### src/rtl/map_arb_pkg.sv
`default_nettype none
// ============================================================================
// map_arb_pkg: map geometry, OOB colour and read-tag definitions shared by the
// BRAM port arbiter, the minimap renderer and the physics engines.
// Revision: 1.0
// ============================================================================
package map_arb_pkg;

  localparam int         MAP_WIDTH_C  = 320;
  localparam int         MAP_HEIGHT_C = 240;
  localparam logic [3:0] OOB_CODE_C   = 4'hF;
  localparam int         TAG_W        = 3;

  typedef enum logic [1:0] {
    SRC_NONE = 2'd0,
    SRC_VID  = 2'd1,
    SRC_P1   = 2'd2,
    SRC_P2   = 2'd3
  } src_e;

  typedef struct packed {
    src_e src;
    logic oob;
  } tag_t;

  function automatic logic [7:0] sat_inc8(input logic [7:0] v);
    return (v == 8'hFF) ? v : v + 8'd1;
  endfunction

endpackage
`default_nettype wire

### src/rtl/map_xy_to_addr.sv
`default_nettype none
// ============================================================================
// map_xy_to_addr: world (x, y) to linear map BRAM address plus out-of-map flag.
// Revision: 1.0
// ============================================================================
module map_xy_to_addr #(
  parameter int MAP_WIDTH  = 320,
  parameter int MAP_HEIGHT = 240
) (
  input  logic [9:0]  x_i,
  input  logic [9:0]  y_i,
  output logic [16:0] addr_o,
  output logic        oob_o
);

  localparam logic [10:0] WIDTH_L  = 11'(MAP_WIDTH);
  localparam logic [10:0] HEIGHT_L = 11'(MAP_HEIGHT);

  logic [16:0] y_ext;

  // y*320 as two shifted adds; result wraps to 17 bits for absurd y
  assign y_ext  = {7'd0, y_i};
  assign addr_o = (y_ext << 8) + (y_ext << 6) + {7'd0, x_i};
  assign oob_o  = ({1'b0, x_i} >= WIDTH_L) || ({1'b0, y_i} >= HEIGHT_L);

endmodule
`default_nettype wire

### src/rtl/map_port_arbiter.sv
`default_nettype none
// ============================================================================
// map_port_arbiter: shares map BRAM port B between the minimap (fixed priority)
// and two round-robin physics engines. Optional MAP_ARB_STATS_EN adds wait stats.
// Revision: 1.0
// ============================================================================
module map_port_arbiter
  import map_arb_pkg::*;
#(
  parameter int         RD_LAT     = 1,
  parameter int         MAP_WIDTH  = MAP_WIDTH_C,
  parameter int         MAP_HEIGHT = MAP_HEIGHT_C,
  parameter logic [3:0] OOB_CODE   = OOB_CODE_C
) (
  input  logic        clk,
  input  logic        rst,
  input  logic        vid_req,
  input  logic [16:0] vid_addr,
  output logic [3:0]  vid_data,
  input  logic        p1_req,
  input  logic [9:0]  p1_x,
  input  logic [9:0]  p1_y,
  output logic        p1_gnt,
  output logic        p1_rvalid,
  output logic [3:0]  p1_rdata,
  input  logic        p2_req,
  input  logic [9:0]  p2_x,
  input  logic [9:0]  p2_y,
  output logic        p2_gnt,
  output logic        p2_rvalid,
  output logic [3:0]  p2_rdata,
  output logic [16:0] bram_addr,
  input  logic [3:0]  bram_dout
`ifdef MAP_ARB_STATS_EN
  ,
  input  logic        stats_clr,
  output logic [7:0]  p1_max_wait,
  output logic [7:0]  p2_max_wait
`endif
);

  localparam int LAST = RD_LAT - 1;

  logic        ptr_q, ptr_d;   // 1: P2 was the last engine granted
  logic        gnt1, gnt2, eng_gnt;
  logic [9:0]  sel_x, sel_y;
  logic [16:0] xy_addr;
  logic        xy_oob;
  tag_t        tag_in;
  tag_t        tag_out;
  tag_t        tag_q [RD_LAT];
  logic [3:0]  p1_rdata_q, p1_rdata_d;
  logic [3:0]  p2_rdata_q, p2_rdata_d;

  always_comb begin
    gnt1    = rst & ~vid_req & p1_req & (~p2_req | ptr_q);
    gnt2    = rst & ~vid_req & p2_req & ~gnt1;
    eng_gnt = gnt1 | gnt2;
    ptr_d   = gnt1 ? 1'b0 : (gnt2 ? 1'b1 : ptr_q);
    sel_x   = gnt2 ? p2_x : p1_x;
    sel_y   = gnt2 ? p2_y : p1_y;
  end

  map_xy_to_addr #(
    .MAP_WIDTH (MAP_WIDTH),
    .MAP_HEIGHT(MAP_HEIGHT)
  ) u_xy_to_addr (
    .x_i   (sel_x),
    .y_i   (sel_y),
    .addr_o(xy_addr),
    .oob_o (xy_oob)
  );

  always_comb begin
    bram_addr  = '0;
    tag_in.src = SRC_NONE;
    tag_in.oob = 1'b0;
    if (rst && vid_req) begin
      bram_addr  = vid_addr;
      tag_in.src = SRC_VID;
    end else if (eng_gnt) begin
      bram_addr  = xy_oob ? 17'd0 : xy_addr;
      tag_in.src = gnt1 ? SRC_P1 : SRC_P2;
      tag_in.oob = xy_oob;
    end
  end

  always_ff @(posedge clk or negedge rst) begin
    if (!rst) begin
      for (int i = 0; i < RD_LAT; i++) tag_q[i] <= '0;
      ptr_q      <= 1'b1;
      p1_rdata_q <= '0;
      p2_rdata_q <= '0;
    end else begin
      tag_q[0] <= tag_in;
      for (int i = 1; i < RD_LAT; i++) tag_q[i] <= tag_q[i-1];
      ptr_q      <= ptr_d;
      p1_rdata_q <= p1_rdata_d;
      p2_rdata_q <= p2_rdata_d;
    end
  end

  // rdata follows bram_dout in the response cycle and holds otherwise
  always_comb begin
    tag_out    = tag_q[LAST];
    p1_rvalid  = (tag_out.src == SRC_P1);
    p2_rvalid  = (tag_out.src == SRC_P2);
    p1_rdata_d = p1_rdata_q;
    p2_rdata_d = p2_rdata_q;
    if (p1_rvalid) p1_rdata_d = tag_out.oob ? OOB_CODE : bram_dout;
    if (p2_rvalid) p2_rdata_d = tag_out.oob ? OOB_CODE : bram_dout;
    p1_rdata   = p1_rdata_d;
    p2_rdata   = p2_rdata_d;
  end

  assign vid_data = bram_dout;
  assign p1_gnt   = gnt1;
  assign p2_gnt   = gnt2;

`ifdef MAP_ARB_STATS_EN
  logic [7:0] p1_wait_q, p1_wait_d, p2_wait_q, p2_wait_d;
  logic [7:0] p1_max_q, p1_max_d, p2_max_q, p2_max_d;

  always_comb begin
    p1_wait_d = (p1_req && !gnt1) ? sat_inc8(p1_wait_q) : 8'd0;
    p2_wait_d = (p2_req && !gnt2) ? sat_inc8(p2_wait_q) : 8'd0;
    p1_max_d  = (p1_wait_d > p1_max_q) ? p1_wait_d : p1_max_q;
    p2_max_d  = (p2_wait_d > p2_max_q) ? p2_wait_d : p2_max_q;
    if (stats_clr) begin
      p1_wait_d = '0;
      p2_wait_d = '0;
      p1_max_d  = '0;
      p2_max_d  = '0;
    end
  end

  always_ff @(posedge clk or negedge rst) begin
    if (!rst) begin
      p1_wait_q <= '0;
      p2_wait_q <= '0;
      p1_max_q  <= '0;
      p2_max_q  <= '0;
    end else begin
      p1_wait_q <= p1_wait_d;
      p2_wait_q <= p2_wait_d;
      p1_max_q  <= p1_max_d;
      p2_max_q  <= p2_max_d;
    end
  end

  assign p1_max_wait = p1_max_q;
  assign p2_max_wait = p2_max_q;
`endif

endmodule
`default_nettype wire

### config.mk
export PLATFORM = sky130hd
export DESIGN_NAME = map_port_arbiter
export DESIGN_NICKNAME = d
export VERILOG_FILES = /design/src/rtl/map_arb_pkg.sv /design/src/rtl/map_xy_to_addr.sv /design/src/rtl/map_port_arbiter.sv
export SDC_FILE = /design/constraint.sdc
export NUM_CORES = 1
export LEC_CHECK = 0
export ABC_AREA = 1
export CORE_ASPECT_RATIO = 0.6
export CORE_UTILIZATION = 44
export CTS_CLUSTER_DIAMETER = 120
export DETAILED_ROUTE_END_ITERATION = 16
export PLACE_DENSITY = 0.87
export REMOVE_ABC_BUFFERS = 1
export SKIP_CTS_REPAIR_TIMING = 1
export SYNTH_ARGS = -nofsm -noshare
export SYNTH_HDL_FRONTEND = slang
export SYNTH_HIERARCHICAL = 1
export SYNTH_SLANG_ARGS = --single-unit
### constraint.sdc
create_clock -name clk -period 9.75 [get_ports clk]
set_input_delay 1.4625 -clock clk [delete_from_list [all_inputs] [get_ports clk]]
set_output_delay 1.4625 -clock clk [all_outputs]
set_load 0.05 [all_outputs]
======== Word-level counts from Yosys, hierarchy flattened ========
Index checks and enable logic that the tools add are counted.
word-level totals
  logic and storage cells ................. 38
  bits of input ports ..................... 66
  bits in registers ....................... 12
operators by class
  eq/ne operators ......................... 2
  $lt $le $gt $ge ......................... 2
  reductions and logical operators ........ 3
  add/subtract/negate cells ............... 2
  muxes and demuxes ....................... 14
  bitwise gates (word level) .............. 10
operators with widths
  operator                                               count
  2-to-1 mux 17 bit                                      3
  2-to-1 mux 10 bit                                      2
  adder 17 x 10 -> 17 bit                                1
  adder 17 x 16 -> 17 bit                                1
  2-to-1 mux 4 bit                                       3
  >= comparator 10 x 8 -> 1 bit (second input constant)  1
  >= comparator 10 x 9 -> 1 bit (second input constant)  1
  AND 1 bit                                              5
  == test 2 bit (second input constant)                  2
  2-to-1 mux 1 bit                                       4
  2-to-1 mux 3 bit                                       1
  inverter 1 bit                                         3
  2-to-1 mux 2 bit                                       1
  bitwise OR 1 bit                                       2
  nonzero test 2 bit                                     1
  logical AND 1 bit                                      1
  logical OR 1 bit                                       1

======== Depth between registers and ports, before layout ========
  depth in word-level cells ............... 12
  gate-level depth with buffers ........... 24

======== Cells and area by module ========
Netlist, hierarchy kept.
by module, submodules not included
  module            cells each  instances  area an instance (µm²)
  map_port_arbiter  220         1          1263.7
  map_xy_to_addr    109         1          690.7

======== Worst setup path before layout ========
No wires, ideal clock.
  path type ............................... input-to-output
  start point ............................. in rst
  end point ............................... out bram_addr[15]
  slack ................................... 4325 ps
  stages on the path ...................... 19
  data arrival time ....................... 3963 ps
  cell sequence ........................... inv_2 nor2_4 nand2_4 inv_2 buf_4 nand3_1 nand2_1 inv_1 fa_1 fa_1 o21ai_2 nand2_1 nand2_1 nand2_1 nand2_1 inv_1 nor2_1 nand2_1 nand2_1
on the way
  elaborated cells between the ends (all ways) .. 18
  those cells by class .................... 2 x add/sub; 2 x order compare; 5 x mux; 7 x bitwise; 2 x reduce/logical
RTL lines
  item                       RTL line                                        source
  start, declared            map_port_arbiter.sv:16                          input logic rst,
  AND 1 bit *                map_port_arbiter.sv:56, map_port_arbiter.sv:57
  AND 1 bit (2 in series)    map_port_arbiter.sv:56                          gnt1 = rst & ~vid_req & p1_req & (~p2_req | ptr_q);
  inverter 1 bit             map_port_arbiter.sv:57                          gnt2 = rst & ~vid_req & p2_req & ~gnt1;
  AND 1 bit *                map_port_arbiter.sv:57
  2-to-1 mux 10 bit *        map_port_arbiter.sv:60                          sel_x = gnt2 ? p2_x : p1_x;
  via sel_x[8]               map_port_arbiter.sv:46                          logic [9:0] sel_x, sel_y;
  adder 17 x 10 -> 17 bit *  map_xy_to_addr.sv:23                            assign addr_o = (y_ext << 8) + (y_ext << 6) + {7'd0, x_i};
  via xy_addr[15]            map_port_arbiter.sv:47                          logic [16:0] xy_addr;
  2-to-1 mux 17 bit *        map_port_arbiter.sv:82                          bram_addr = xy_oob ? 17'd0 : xy_addr;
  2-to-1 mux 17 bit *        map_port_arbiter.sv:81                          end else if (eng_gnt) begin
  2-to-1 mux 17 bit *        map_port_arbiter.sv:78                          if (rst && vid_req) begin
  end, declared              map_port_arbiter.sv:32                          output logic [16:0] bram_addr,
The timed path passes the listed nets; every way through them passes the cells marked *.

======== Worst setup path in the final report ========
  start point ............................. in rst
  end point ............................... out bram_addr[13]
on the way
  word-level cells in the longest chain between the ends .. 11
  elaborated cells between the ends (all ways) .. 18
  those cells by class .................... 2 x add/sub; 2 x order compare; 5 x mux; 7 x bitwise; 2 x reduce/logical
RTL lines
  item                       RTL line                                        source
  AND 1 bit *                map_port_arbiter.sv:56, map_port_arbiter.sv:57
  AND 1 bit (2 in series)    map_port_arbiter.sv:56
  inverter 1 bit             map_port_arbiter.sv:57
  AND 1 bit *                map_port_arbiter.sv:57
  2-to-1 mux 10 bit *        map_port_arbiter.sv:61                          sel_y = gnt2 ? p2_y : p1_y;
  via sel_y[2]               map_port_arbiter.sv:46
  adder 17 x 16 -> 17 bit *  map_xy_to_addr.sv:23
  adder 17 x 10 -> 17 bit *  map_xy_to_addr.sv:23
  via xy_addr[13]            map_port_arbiter.sv:47
  2-to-1 mux 17 bit *        map_port_arbiter.sv:82
  2-to-1 mux 17 bit *        map_port_arbiter.sv:81
  2-to-1 mux 17 bit *        map_port_arbiter.sv:78
Marks and branches as above.

==> run_results.csv <==
group,metric,value,unit
grt,antenna_found_initial,0,
placement,portBuffers,98,
clocking,htreeDepth,1,
finish,fin_area,2910,um2
routing,wire_per_inst,12.3,um
power_and_ir_drop,p_per_area,116,nW/um2
finish,register_area,302,um2
placement,place_area,2850,um2
finish,multiInputGateArea,1330,um2
finish,diodes,0,
yosys,synth-seq-cells,12,
routing,dr.first_iter.drc_count,132,
power_and_ir_drop,power_switching,156,uW
placement,dp_slack,2230,ps
yosys,synth_top_area_frac,0.254,
clocking,path_clk_slew,50,ps
clocking,cts_buffers,3,
timing,final-max-slew-violation-count,0,
floorplanning,ios,99,
run_status,status,"finished clean",
yosys,ys.flop_type,"dfrtp_1",
routing,num_vias,2236,
timing,fin_crit,7520,ps
clocking,clockBufferDepth,2,
floorplanning,num_rows,18,
finish,area_growth_syn_to_layout,48.8,%
critical_path,crit_type,"in2out",
yosys,ys_types,28,
timing,worstMarginPinSlew,776,ps
grt,grt_pass1_wl,9.19,mm
clocking,cts.sinks,12,
placement,place_congestion,0.928,
power_and_ir_drop,pwr-share-comb,0.650,
yosys,yosysWarnings,6,
yosys,synth_area,1950,um2
timing,tns,0,ps
timing,rsz0062_at_grt,"no",
finish,drive_above_1_share,0.0900,
timing,worst_slack,2230,ps
yosys,seq_area_frac_synth,0.154,
grt,overflow,0,
timing,max_freq,0.133,GHz
routing,firstDrtPassIters,4,
job,maxCapViolations,0,
routing,totalWireLength,5.81,mm
floorplanning,core,4190,um2
routing,vias_per_cell,4.75,
yosys,synth_area_leaders,"nand2_1, dfrtp_1, ha_1, inv_1, nand3_1",
routing,route.antenna.remaining_nets,0,
timing,slew_headroom,0.481,
power_and_ir_drop,peakVddDrop,0.0834,mV
yosys,synth-async-reset-ratio,1.00,
clocking,cts_root_buf,"clkbuf_8",
grt,grt_max_degree,23,
clocking,cts_tree,"built",
finish,nets,498,
critical_path,cp.required,8290,ps
power_and_ir_drop,intPower,181,uW
timing,finalSetupViolCount,0,
power_and_ir_drop,netSwitchingFraction,0.464,
timing,fin_skew,2.99,ps
critical_path,startpoint_type,"input port",
floorplanning,die_x,88.0,um
grt,grt_pass1_vias,2042,
critical_path,crit_path_end_kind,"primary output",
power_and_ir_drop,leakage,1.55,nW
yosys,synth_edf_count,0,
worst_hold_path,hold_path.class,"reg2reg",
yosys,synthCells,329,
timing,hold_viol_final,0,
yosys,syn_area_per_cell,5.94,um2
yosys,synth_top_area_cell,"nand2_1",
power_and_ir_drop,pwr-share-clk,0.160,
critical_path,crit_arrival,6050,ps
floorplanning,initial_core_util,0.467,
grt,grt_util_all_layers,0.255,
clocking,worst_skew_pair.late_latency,240,ps
timing,finalCritPeriodShare,0.771,
floorplanning,dieArea,4720,um2
floorplanning,die_h,53.6,um
placement,hpwlAfterDp,4.79,mm
critical_path,cp_max_fo,22,
routing,remaining_drc_errors,0,
finish,nFillCells,359,
power_and_ir_drop,seqPwrFrac,0.190,
==> state kept, by name (all words and copies together) (netlist names) <==
register	flops
p1_rdata_q	4
tag_out	3
p2_rdata_q	4
ptr_q	1
==> routing by layer <==
metal / share of wire / up-vias / GRT usage / wire [um]
met5: 0 / - / 0 / 0
met4: 0.0040 / 0 / 0.0484 / 23
met3: 0.097 / 4 / 0.0307 / 566
met2: 0.43 / 111 / 0.446 / 2520
met1: 0.46 / 960 / 0.344 / 2700
li1: - / 1161 / - / -
==> synth_stat cells (3+ instances only) <==
master   count
a21oi_1      5
buf_2        5
buf_4       12
dfrtp_1     11
fa_1         3
ha_1        17
inv_1       41
inv_2        3
nand2_1    132
nand2_2     19
nand3_1     27
nor2_1      24
o21ai_0      5
or2_2        4
xor2_1       4
==> kinds of logic after synthesis <==
| family | count (synthesis) | share of synthesized area |
|---|---|---|
| simple gates | 214 | 0.479 |
| buf+inv | 65 | 0.167 |
| fa+ha+maj | 20 | 0.140 |
| compound gates | 13 | 0.0378 |
| flops | 12 | 0.154 |
| xor+xnor | 5 | 0.0224 |
==> power groups by stage <==
stage | Clock (mW) | Combinational, mW | Sequential [mW]
final | 0.0540 | 0.219 | 0.0640
after floorplan | 0 | 0.136 | 0.0633
after detailed placement | 0 | 0.217 | 0.0645
after global routing | 0.0570 | 0.239 | 0.0645
after CTS | 0.0541 | 0.218 | 0.0637
after global placement | 0 | 0.212 | 0.0641
==> cells in the final DEF (no fill, tap or decap), drive strengths merged, types with 2 or more instances in the layout <==
cell / count
inv: 44
clkbuf: 4
fa: 3
xor2: 4
nand4: 2
nand3: 29
dfrtp: 11
or2: 4
nand2: 153
nor2: 25
a21oi: 5
clkdlybuf4s50: 98
o21ai: 6
ha: 17
==> area by class of cell <==
cell class,count,area share
tap,60,0.0258
inverter,45,0.0581
sequential,12,0.104
clock buffer,4,0.0189
multi-input combinational,252,0.456
timing repair buffer,98,0.337
==> through the flow <==
| stage | total power, mW | std cells | utilization | hold slack (ps) |
|---|---|---|---|---|
| finish | 0.337 | 471 | 0.694 | 480 |
| global route | 0.361 | 471 | 0.694 | 496 |
| CTS | 0.336 | 471 | 0.694 | 474 |
| detailed placement | 0.281 | 467 | 0.681 | 463 |
| global placement | 0.277 | 467 | 0.681 | 467 |
| floorplan | 0.200 | 309 | - | 452 |
==> critical path, cell delays in order <==
cell and delay (ps):
clkdlybuf4s50_1 860, inv_2 90, nor2_4 140, nand2_4 80
inv_2 280, nand2_2 340, nand2_1 160, nand2_1 90
inv_1 80, fa_1 450, fa_1 490, o21ai_2 210
nand2_1 90, nand2_1 60, nand2_1 40, nand2_1 50
inv_1 40, nor2_1 110, nand2_2 80, nand2_2 60
clkdlybuf4s50_1 790
==> final timing paths <==
| check | startpoint | end | slack (ps) | depth (start not counted) |
|---|---|---|---|---|
| hold / removal | p2_rdata_q[2] | p2_rdata_q[2] | 480 | 2 |
| max in group asynchronous | rst | p2_rdata_q[2] | 7760 | 1 |
| setup / recovery | rst | bram_addr[13] | 2230 | 21 |
| hold reg to reg | p2_rdata_q[2] | p2_rdata_q[2] | 480 | 2 |
| setup reg to reg | ptr_q | tag_out[0] | 6740 | 9 |
| min in group asynchronous | rst | p2_rdata_q[1] | 1600 | 1 |
(Power assumes the default switching activity.)
